--- config.mk ---
export PLATFORM = sky130hd
export DESIGN_NAME = operand_issue_stage_flat
export DESIGN_NICKNAME = d
export VERILOG_FILES = /design/src/rtl/operand_issue_stage_if.sv /design/src/rtl/operand_issue_stage.sv /design/src/flat_wrapper.sv
export SDC_FILE = /design/constraint.sdc
export NUM_CORES = 1
export LEC_CHECK = 0
export CAP_MARGIN = 40
export CELL_PAD_IN_SITES_DETAIL_PLACEMENT = 0
export CELL_PAD_IN_SITES_GLOBAL_PLACEMENT = 1
export CORE_MARGIN = 1.5
export CORE_UTILIZATION = 32
export DETAILED_ROUTE_END_ITERATION = 16
export PLACE_DENSITY = 0.84
export SYNTH_ARGS = -nofsm -noshare
export SYNTH_HDL_FRONTEND = slang
export SYNTH_SLANG_ARGS = --single-unit
--- constraint.sdc ---
create_clock -name clk -period 4 [get_ports clk]
set_input_delay 0.6 -clock clk [delete_from_list [all_inputs] [get_ports clk]]
set_output_delay 0.6 -clock clk [all_outputs]
set_load 0.01 [all_outputs]
--- src/rtl/operand_issue_stage_if.sv ---
// Handshake and operand bus bundle for operand_issue_stage.
// master drives decode/forwarding inputs and out_ready; slave is the stage itself.
interface operand_issue_stage_if #(
  parameter int unsigned DATA_W  = 32,
  parameter int unsigned NUM_FWD = 2,
  parameter int unsigned REG_AW  = 5
);
  logic                        flush;
  logic                        in_valid;
  logic                        in_ready;
  logic [REG_AW-1:0]           rs_addr;
  logic [REG_AW-1:0]           rt_addr;
  logic                        rs_use;
  logic                        rt_use;
  logic [DATA_W-1:0]           rs_data;
  logic [DATA_W-1:0]           rt_data;
  logic [DATA_W-1:0]           pc;
  logic [15:0]                 imm;
  logic [1:0]                  imm_mode;
  logic [1:0]                  alu_src;
  logic [NUM_FWD-1:0]          fwd_valid;
  logic [NUM_FWD-1:0]          fwd_pending;
  logic [NUM_FWD*REG_AW-1:0]   fwd_addr;
  logic [NUM_FWD*DATA_W-1:0]   fwd_data;
  logic                        out_valid;
  logic                        out_ready;
  logic [DATA_W-1:0]           busa;
  logic [DATA_W-1:0]           busb;
  logic [DATA_W-1:0]           store_data;

  modport master (
    output flush, in_valid, rs_addr, rt_addr, rs_use, rt_use, rs_data, rt_data,
           pc, imm, imm_mode, alu_src, fwd_valid, fwd_pending, fwd_addr, fwd_data,
           out_ready,
    input  in_ready, out_valid, busa, busb, store_data
  );

  modport slave (
    input  flush, in_valid, rs_addr, rt_addr, rs_use, rt_use, rs_data, rt_data,
           pc, imm, imm_mode, alu_src, fwd_valid, fwd_pending, fwd_addr, fwd_data,
           out_ready,
    output in_ready, out_valid, busa, busb, store_data
  );
endinterface

--- src/rtl/operand_issue_stage.sv ---
// Operand select stage: priority forwarding, immediate extension, ALU bus mux, load-use
// hazard and a one-entry valid/ready output register. OPSEL_STALL_CNT_EN adds stall_cnt.
module operand_issue_stage #(
  parameter int unsigned DATA_W  = 32,
  parameter int unsigned NUM_FWD = 2,
  parameter int unsigned REG_AW  = 5
) (
  input  logic                  clk,
  input  logic                  rst,
  operand_issue_stage_if.slave  bus
`ifdef OPSEL_STALL_CNT_EN
  ,
  output logic [31:0]           stall_cnt
`endif
);

  localparam int unsigned IMM_W = 16;

  typedef enum logic {ST_EMPTY = 1'b0, ST_FULL = 1'b1} state_t;

  state_t            r_state;
  logic [DATA_W-1:0] r_busa;
  logic [DATA_W-1:0] r_busb;
  logic [DATA_W-1:0] r_store_data;

  logic [DATA_W-1:0] w_rs_val;
  logic [DATA_W-1:0] w_rt_val;
  logic              w_rs_pend;
  logic              w_rt_pend;
  logic [DATA_W-1:0] w_ext;
  logic [DATA_W-1:0] w_busa;
  logic [DATA_W-1:0] w_busb;
  logic              w_hazard;
  logic              w_in_ready;
  logic              w_capture;

  // Scan from oldest to youngest so the lowest matching index is the last writer.
  always_comb begin
    w_rs_val  = bus.rs_data;
    w_rs_pend = 1'b0;
    w_rt_val  = bus.rt_data;
    w_rt_pend = 1'b0;
    for (int i = int'(NUM_FWD) - 1; i >= 0; i--) begin
      if (bus.fwd_valid[i] && (bus.fwd_addr[i*REG_AW +: REG_AW] == bus.rs_addr)) begin
        w_rs_val  = bus.fwd_data[i*DATA_W +: DATA_W];
        w_rs_pend = bus.fwd_pending[i];
      end
      if (bus.fwd_valid[i] && (bus.fwd_addr[i*REG_AW +: REG_AW] == bus.rt_addr)) begin
        w_rt_val  = bus.fwd_data[i*DATA_W +: DATA_W];
        w_rt_pend = bus.fwd_pending[i];
      end
    end
    if (bus.rs_addr == '0) begin
      w_rs_val  = '0;
      w_rs_pend = 1'b0;
    end
    if (bus.rt_addr == '0) begin
      w_rt_val  = '0;
      w_rt_pend = 1'b0;
    end
  end

  always_comb begin
    w_ext = '0;
    unique case (bus.imm_mode)
      2'b00:   w_ext = DATA_W'(bus.imm);
      2'b01:   w_ext = {{(DATA_W-IMM_W){bus.imm[15]}}, bus.imm};
      2'b10:   w_ext = DATA_W'({bus.imm, 16'h0000});
      default: w_ext = DATA_W'(bus.imm[10:6]);
    endcase
  end

  always_comb begin
    w_busa = w_rs_val;
    w_busb = w_rt_val;
    unique case (bus.alu_src)
      2'b00:   begin w_busa = w_rs_val; w_busb = w_rt_val; end
      2'b01:   begin w_busa = w_rs_val; w_busb = w_ext;    end
      2'b10:   begin w_busa = w_ext;    w_busb = w_rt_val; end
      default: begin w_busa = bus.pc;   w_busb = w_ext;    end
    endcase
  end

  assign w_hazard   = (bus.rs_use && w_rs_pend) || (bus.rt_use && w_rt_pend);
  assign w_in_ready = !bus.flush && !w_hazard && ((r_state == ST_EMPTY) || bus.out_ready);
  assign w_capture  = bus.in_valid && w_in_ready;

  // Output register and occupancy FSM; flush overrides any capture or release.
  always_ff @(posedge clk) begin
    if (rst) begin
      r_state      <= ST_EMPTY;
      r_busa       <= '0;
      r_busb       <= '0;
      r_store_data <= '0;
    end else if (bus.flush) begin
      r_state <= ST_EMPTY;
    end else if (w_capture) begin
      r_state      <= ST_FULL;
      r_busa       <= w_busa;
      r_busb       <= w_busb;
      r_store_data <= w_rt_val;
    end else if (bus.out_ready) begin
      r_state <= ST_EMPTY;
    end
  end

`ifdef OPSEL_STALL_CNT_EN
  logic [31:0] r_stall_cnt;

  // Saturating count of cycles an offered operation is held back by a hazard.
  always_ff @(posedge clk) begin
    if (rst) begin
      r_stall_cnt <= '0;
    end else if (bus.in_valid && w_hazard && !bus.flush && (r_stall_cnt != 32'hFFFF_FFFF)) begin
      r_stall_cnt <= r_stall_cnt + 32'd1;
    end
  end

  assign stall_cnt = r_stall_cnt;
`endif

  assign bus.in_ready   = w_in_ready;
  assign bus.out_valid  = (r_state == ST_FULL);
  assign bus.busa       = r_busa;
  assign bus.busb       = r_busb;
  assign bus.store_data = r_store_data;

endmodule
--- src/flat_wrapper.sv ---
// flat-port wrapper written by rule: the top's interface ports become plain ports
module operand_issue_stage_flat 
#(
  parameter int unsigned DATA_W  = 32,
  parameter int unsigned NUM_FWD = 2,
  parameter int unsigned REG_AW  = 5
)
  (clk, rst, bus_flush, bus_in_valid, bus_rs_addr, bus_rt_addr, bus_rs_use, bus_rt_use, bus_rs_data, bus_rt_data, bus_pc, bus_imm, bus_imm_mode, bus_alu_src, bus_fwd_valid, bus_fwd_pending, bus_fwd_addr, bus_fwd_data, bus_out_ready, bus_in_ready, bus_out_valid, bus_busa, bus_busb, bus_store_data);
  operand_issue_stage_if #(.DATA_W(DATA_W), .NUM_FWD(NUM_FWD), .REG_AW(REG_AW)) bus_i ();
  input  logic clk;
  input  logic rst;
  input wire logic [$bits(bus_i.flush)-1:0] bus_flush;
  input wire logic [$bits(bus_i.in_valid)-1:0] bus_in_valid;
  input wire logic [$bits(bus_i.rs_addr)-1:0] bus_rs_addr;
  input wire logic [$bits(bus_i.rt_addr)-1:0] bus_rt_addr;
  input wire logic [$bits(bus_i.rs_use)-1:0] bus_rs_use;
  input wire logic [$bits(bus_i.rt_use)-1:0] bus_rt_use;
  input wire logic [$bits(bus_i.rs_data)-1:0] bus_rs_data;
  input wire logic [$bits(bus_i.rt_data)-1:0] bus_rt_data;
  input wire logic [$bits(bus_i.pc)-1:0] bus_pc;
  input wire logic [$bits(bus_i.imm)-1:0] bus_imm;
  input wire logic [$bits(bus_i.imm_mode)-1:0] bus_imm_mode;
  input wire logic [$bits(bus_i.alu_src)-1:0] bus_alu_src;
  input wire logic [$bits(bus_i.fwd_valid)-1:0] bus_fwd_valid;
  input wire logic [$bits(bus_i.fwd_pending)-1:0] bus_fwd_pending;
  input wire logic [$bits(bus_i.fwd_addr)-1:0] bus_fwd_addr;
  input wire logic [$bits(bus_i.fwd_data)-1:0] bus_fwd_data;
  input wire logic [$bits(bus_i.out_ready)-1:0] bus_out_ready;
  output wire logic [$bits(bus_i.in_ready)-1:0] bus_in_ready;
  output wire logic [$bits(bus_i.out_valid)-1:0] bus_out_valid;
  output wire logic [$bits(bus_i.busa)-1:0] bus_busa;
  output wire logic [$bits(bus_i.busb)-1:0] bus_busb;
  output wire logic [$bits(bus_i.store_data)-1:0] bus_store_data;
  assign bus_i.flush = bus_flush;
  assign bus_i.in_valid = bus_in_valid;
  assign bus_i.rs_addr = bus_rs_addr;
  assign bus_i.rt_addr = bus_rt_addr;
  assign bus_i.rs_use = bus_rs_use;
  assign bus_i.rt_use = bus_rt_use;
  assign bus_i.rs_data = bus_rs_data;
  assign bus_i.rt_data = bus_rt_data;
  assign bus_i.pc = bus_pc;
  assign bus_i.imm = bus_imm;
  assign bus_i.imm_mode = bus_imm_mode;
  assign bus_i.alu_src = bus_alu_src;
  assign bus_i.fwd_valid = bus_fwd_valid;
  assign bus_i.fwd_pending = bus_fwd_pending;
  assign bus_i.fwd_addr = bus_fwd_addr;
  assign bus_i.fwd_data = bus_fwd_data;
  assign bus_i.out_ready = bus_out_ready;
  assign bus_in_ready = bus_i.in_ready;
  assign bus_out_valid = bus_i.out_valid;
  assign bus_busa = bus_i.busa;
  assign bus_busb = bus_i.busb;
  assign bus_store_data = bus_i.store_data;
  operand_issue_stage #(.DATA_W(DATA_W), .NUM_FWD(NUM_FWD), .REG_AW(REG_AW)) u_core (.clk(clk), .rst(rst), .bus(bus_i));
endmodule
# After elaboration in Yosys (flattened, before gate mapping)

Cells that the tools add are included.

Register bits after elaboration: 97
Input bits: 211
Output and inout port bits: 98
Logic and storage cells: 53

Equality and inequality tests: 8
Multiplexer cells: 17
Bitwise gates (word level): 2
Reduce and logical (&&, ||, !) cells: 22

Operator list:

| operator                                             | count |
|---|---|
| 2-to-1 mux 32 bit                                    | 7 |
| case mux 32 bit (3 select lines)                     | 1 |
| case mux 32 bit (2 select lines)                     | 1 |
| equality test 5 bit                                  | 4 |
| zero test 5 bit                                      | 2 |
| logical AND 1 bit                                    | 9 |
| 2-to-1 mux 1 bit                                     | 8 |
| OR reduction 2 bit                                   | 3 |
| equality test 2 x 1 -> 1 bit (second input constant) | 2 |
| equality test 2 bit (second input constant)          | 2 |
| zero test 2 bit                                      | 2 |
| zero test 1 bit                                      | 2 |
| logical OR 1 bit                                     | 2 |
| inverter 1 bit                                       | 2 |
| AND reduction 2 bit                                  | 1 |
| nonzero test 2 bit                                   | 1 |

# Depth between registers and ports, before layout

Depth in word-level cells: 12
Mapped depth: 9
Gate-level depth less buffers: 7

# Worst setup path before layout

No wires, ideal clock.

Path type: input to register
Start point: in bus_fwd_addr[1]
End point: reg u_core.r_busa[0], in the netlist u_core.bus.busa[0]
Library setup time: 0.121 ns
Data arrival time: 2.371 ns
Required time: 3.879 ns
Setup slack: 1.508 ns
Stages: 8
Path buffers: 1
Cell sequence: xor2_1 nor4_1 nand3_1 mux2_2 o22ai_2 nor4_4 buf_2 mux2_2

Cells in the longest elaborated chain, start to end: 11
Elaborated cells between the ends (all ways): 19
Classes of those cells: eq/ne: 2; mux: 7; reduce/logical: 10

Ends and longest elaborated chain:

| what                                   | RTL line                                             | RTL |
|---|---|---|
| from (decl)                            | flat_wrapper.sv:26                                   | `input wire logic [$bits(bus_i.fwd_addr)-1:0] bus_fwd_addr;` |
| equality test 5 bit (on tied branches) | operand_issue_stage.sv:44, operand_issue_stage.sv:48 |  |
| logical AND 1 bit (on tied branches)   | operand_issue_stage.sv:44, operand_issue_stage.sv:48 |  |
| 2-to-1 mux 1 bit (on tied branches)    | operand_issue_stage.sv:44, operand_issue_stage.sv:48 |  |
| 2-to-1 mux 1 bit (on tied branches)    | operand_issue_stage.sv:53, operand_issue_stage.sv:57 |  |
| logical AND 1 bit                      | operand_issue_stage.sv:84                            | `assign w_hazard = (bus.rs_use && w_rs_pend) \|\| (bus.rt_use && w_rt_pend);` |
| logical OR 1 bit                       | operand_issue_stage.sv:84                            |  |
| zero test 1 bit                        | operand_issue_stage.sv:85                            | `assign w_in_ready = !bus.flush && !w_hazard && ((r_state == ST_EMPTY) \|\| bus.out_ready);` |
| logical AND 1 bit (2 in a row)         | operand_issue_stage.sv:85                            |  |
| logical AND 1 bit                      | operand_issue_stage.sv:86                            | `assign w_capture = bus.in_valid && w_in_ready;` |
| AND reduction 2 bit (no line)          | --                                                   |  |
| to (signal assigned)                   | operand_issue_stage.sv:99                            | `r_busa <= w_busa;` |
| to (decl)                              | operand_issue_stage.sv:22                            | `logic [DATA_W-1:0] r_busa;` |

Parallel ways exist; a longest one is shown, timed or not.
A chain may end at the register's enable or synchronous reset.

# Worst setup path after layout

Start point: in bus_rt_addr[4]
End point: out bus_in_ready

Cells in the longest elaborated chain, start to end: 10
Elaborated cells between the ends (all ways): 13
Classes of those cells: eq/ne: 2; mux: 3; reduce/logical: 8

Ends and longest elaborated chain:

| what                               | RTL line                  | RTL |
|---|---|---|
| from (decl)                        | flat_wrapper.sv:15        | `input wire logic [$bits(bus_i.rt_addr)-1:0] bus_rt_addr;` |
| equality test 5 bit                | operand_issue_stage.sv:48 | `if (bus.fwd_valid[i] && (bus.fwd_addr[i*REG_AW +: REG_AW] == bus.rt_addr)) begin` |
| logical AND 1 bit                  | operand_issue_stage.sv:48 |  |
| 2-to-1 mux 1 bit (2 in a row)      | operand_issue_stage.sv:48 |  |
| 2-to-1 mux 1 bit (*)               | operand_issue_stage.sv:57 | `if (bus.rt_addr == '0) begin` |
| logical AND 1 bit (*)              | operand_issue_stage.sv:84 |  |
| logical OR 1 bit (*)               | operand_issue_stage.sv:84 |  |
| zero test 1 bit (*)                | operand_issue_stage.sv:85 |  |
| logical AND 1 bit (*) (2 in a row) | operand_issue_stage.sv:85 |  |
| to (decl)                          | flat_wrapper.sv:29        | `output wire logic [$bits(bus_i.in_ready)-1:0] bus_in_ready;` |

Mark *: on every way between the ends. The rest lies on a longest branch, timed or not.

==> results by group <==
Placement
  – Pre-CTS setup slack: 358 ps
  – Post-Place Cells: 1,481
  – Port Buffers: 308
  – Post-place instance area: 10,400 sq um
  – Detailed Place HPWL: 25,300 um
  – Final GP Congestion: 0.965

Die
  – Die area: 23,300 sq um
  – Row count: 54
  – I/O Pins: 309
  – CORE AREA: 21,900 sq um
  – Vert. Die Dim: 153 um
  – Starting Density: 0.328
  – Die W: 153 um

Logic synthesis
  – Post-Synthesis Cells: 966
  – Synth unique cells: 39
  – Cell area after synthesis: 7170 sq um
  – Yosys synthesis warning count: 0
  – Net count after synthesis: 1,177
  – Seq/Total Area, Yosys: 0.271
  – Syn Area/Cell: 7.42 sq um
  – Yosys reg bits: 97

CTS
  – CTS tree: done
  – CTS Buffer Depth: 2
  – Post-CTS Setup Bufs: 0
  – Worst-Skew Late Latency: 360 ps
  – Resize count post-CTS: 0
  – CTS buffer count: 9
  – CTS root buf: clkbuf_16
  – H-tree levels: 3
  – Clk slew on worst S/H paths: 80 ps
  – Post-CTS Hold Fix Bufs: 0
  – Clock sink count: 97

Final layout
  – Final std cells w/o fill: 1,500
  – Post-layout util: 0.489
  – Most common cell after layout, fill and taps aside: clkdlybuf4s50_1
  – Post-layout net count: 1,423
  – Syn-to-layout area delta: 49.2%
  – Fill count: 2,204
  – Most frequent cells in the layout: clkdlybuf4s50_1, nand2_1, dfxtp_1
  – Reg area: 1940 sq um
  – Multi-input logic area: 4870 sq um
  – Share of cells above drive strength 1: 0.0904
  – Fin area: 10,700 sq um

Routing
  – # DRC: 0
  – Vias per cell: 5.33
  – Via count: 7,998
  – Post-DR wirelength/cell: 21.9 um
  – Initial DRT Pass Iterations: 7
  – WL final: 32,800 um
  – Antenna viol nets, final: 0
  – DR iter-0 viols: 847

Global route
  – Met1 Resource Use GR: 0.409
  – Largest net degree at the start of global routing: 129
  – GRT busiest layer: met1
  – Total gr overflow: 0
  – Met2 usage: 0.408
  – Antenna violations before repair: 3
  – First-pass GRT wire length: 49,000 um
  – Grt met3 use: 0.0492
  – Vias in the first global route: 7,609
  – Total GRT Usage: 0.277

Timing
  – Peak Freq: 274 MHz
  – Crit share post-route: 0.914
  – Worst-margin pin slew: 753 ps
  – Final worst slack: 344 ps
  – Min cycle time layout: 3660 ps
  – Finish-stage setup viols: 0
  – Slew Viols, Final: 0
  – Clk_skew: 11.1 ps
  – Relative slew slack: 0.497
  – RSZ-0062 raised after global routing: no
  – Setup TNS: 0 ps
  – Final Hold Fails: 0

Pwr
  – Seq pwr share: 0.374
  – Power share of the combinational group: 0.305
  – Switching share of power: 0.311
  – Maximum VDD drop: 0.000182 V
  – P_int: 1.93 mW
  – Clock group share of total power: 0.321
  – Sw Pwr: 0.870 mW
  – Leak pwr: 3.97 nW
  – Power Density: 261 nW/um^2

Outcome
  – Outcome: complete, no violations

Worst setup path
  – Crit path capture type: primary output
  – Worst Setup Path Type: in2out
  – Crit start category: input pin
  – R2R cell count: 4
  – CP Max Fanout: 4
  – Req. time, crit path: 3400 ps
  – CP Data Arrival Time: 3060 ps

Run
  – Max Cap Violations: 0

Worst hold path
  – Min-Delay Path Depth: 2
  – HP Class: reg2reg
-- per-stage QoR --
step / hold slack [ps] / power [mW]
after global routing: 492 / 2.91
after detailed placement: 460 / 1.91
after floorplan: 493 / 1.44
after CTS: 478 / 2.81
after global placement: 459 / 1.91
final: 474 / 2.79
-- final timing paths --
| check | start | endpoint | slack [ps] |
|---|---|---|---|
| worst max register to register | u_core.bus.out_valid$_SDFFE_PP0P_ | u_core.bus.busa[26]$_SDFFE_PP0P_ | 2270 |
| worst min-delay path | u_core.bus.busa[12]$_SDFFE_PP0P_ | u_core.bus.busa[12]$_SDFFE_PP0P_ | 470 |
| worst min register to register | u_core.bus.busa[12]$_SDFFE_PP0P_ | u_core.bus.busa[12]$_SDFFE_PP0P_ | 470 |
| worst max-delay path | bus_rt_addr[4] | bus_in_ready | 340 |
-- registers in the layout, summed over array words and instances, names as in the netlist --
name / cells
u_core.bus.busb: 32
u_core.bus.busa: 32
u_core.bus.store_data: 32
u_core.bus.out_valid: 1
-- logic make-up (layout without fill, tap and decap cells) --
| kind of cell | count (synthesis) | after routing | synth area share |
|---|---|---|---|
| buffers and inverters | 91 | 342 | 0.0531 |
| muxes | 98 | 98 | 0.143 |
| other | 0 | 3 | 0 |
| and+or+nand+nor | 377 | 377 | 0.260 |
| DFF | 97 | 97 | 0.271 |
| xor gates and xnor gates | 20 | 20 | 0.0244 |
| AOI/OAI and AO/OA | 283 | 283 | 0.248 |
-- routing by layer --
layer	vias to the layer above	wire, um
met3	36	2520
met1	3693	15600
li1	3878	-
met4	0	635
met5	-	0
met2	391	14100
-- area by class of cell --
| cell class | instances | area share |
|---|---|---|
| Inverter | 2 | 0.000702 |
| Clock inverter | 6 | 0.00561 |
| Tap cell | 280 | 0.0328 |
| Clock buffer | 10 | 0.0223 |
| Timing Repair Buffer | 324 | 0.301 |
| Sequential cell | 97 | 0.182 |
| Antenna cell | 3 | 0.000702 |
| Multi-Input combinational cell | 778 | 0.455 |
-- worst max-delay path, cell delays in order --
cell and delay [ps]:
clkdlybuf4s50_1 520, xor2_1 190, nor4_1 440, nand3_4 150, mux2_2 260, o22ai_2 100, nor3_1 200, clkdlybuf4s50_1 600
-- power by group through the flow --
| stage | logic, mW | registers [mW] | clock network, mW |
|---|---|---|---|
| 6_report | 0.853 | 1.05 | 0.896 |
| 4_1_cts | 0.847 | 1.05 | 0.920 |
| 5_1_grt | 0.915 | 1.05 | 0.947 |
| 3_5_place_dp | 0.842 | 1.07 | 0 |
| 2_1_floorplan | 0.352 | 1.09 | 0 |
| 3_3_place_gp | 0.844 | 1.07 | 0 |
-- cell usage after synthesis, drive strengths merged --
master	count	area share
and2	2	0.0017
nor2	5	0.0026
inv	2	0.0010
a22oi	8	0.0084
o21ba	2	0.0028
nand4b	1	0.0012
nor3	4	0.0028
o22ai	1	0.0017
nor2b	73	0.064
or4	2	0.0021
nand4	1	0.00087
nor3b	2	0.0021
nand3	35	0.024
xor2	16	0.020
nand2	183	0.096
a21oi	56	0.039
mux2	36	0.057
a22o	1	0.0012
and3	2	0.0017
nand3b	1	0.0010
o21bai	30	0.031
o21ai	88	0.061
mux2i	62	0.087
a31oi	30	0.026
a31o	34	0.042
buf	17	0.014
and3b	1	0.0012
nor4	3	0.0047
nand2b	62	0.054
dfxtp	97	0.27
o211ai	33	0.035
xnor2	4	0.0049
clkbuf	72	0.038
No activity file was read; power rests on OpenSTA's default activity.
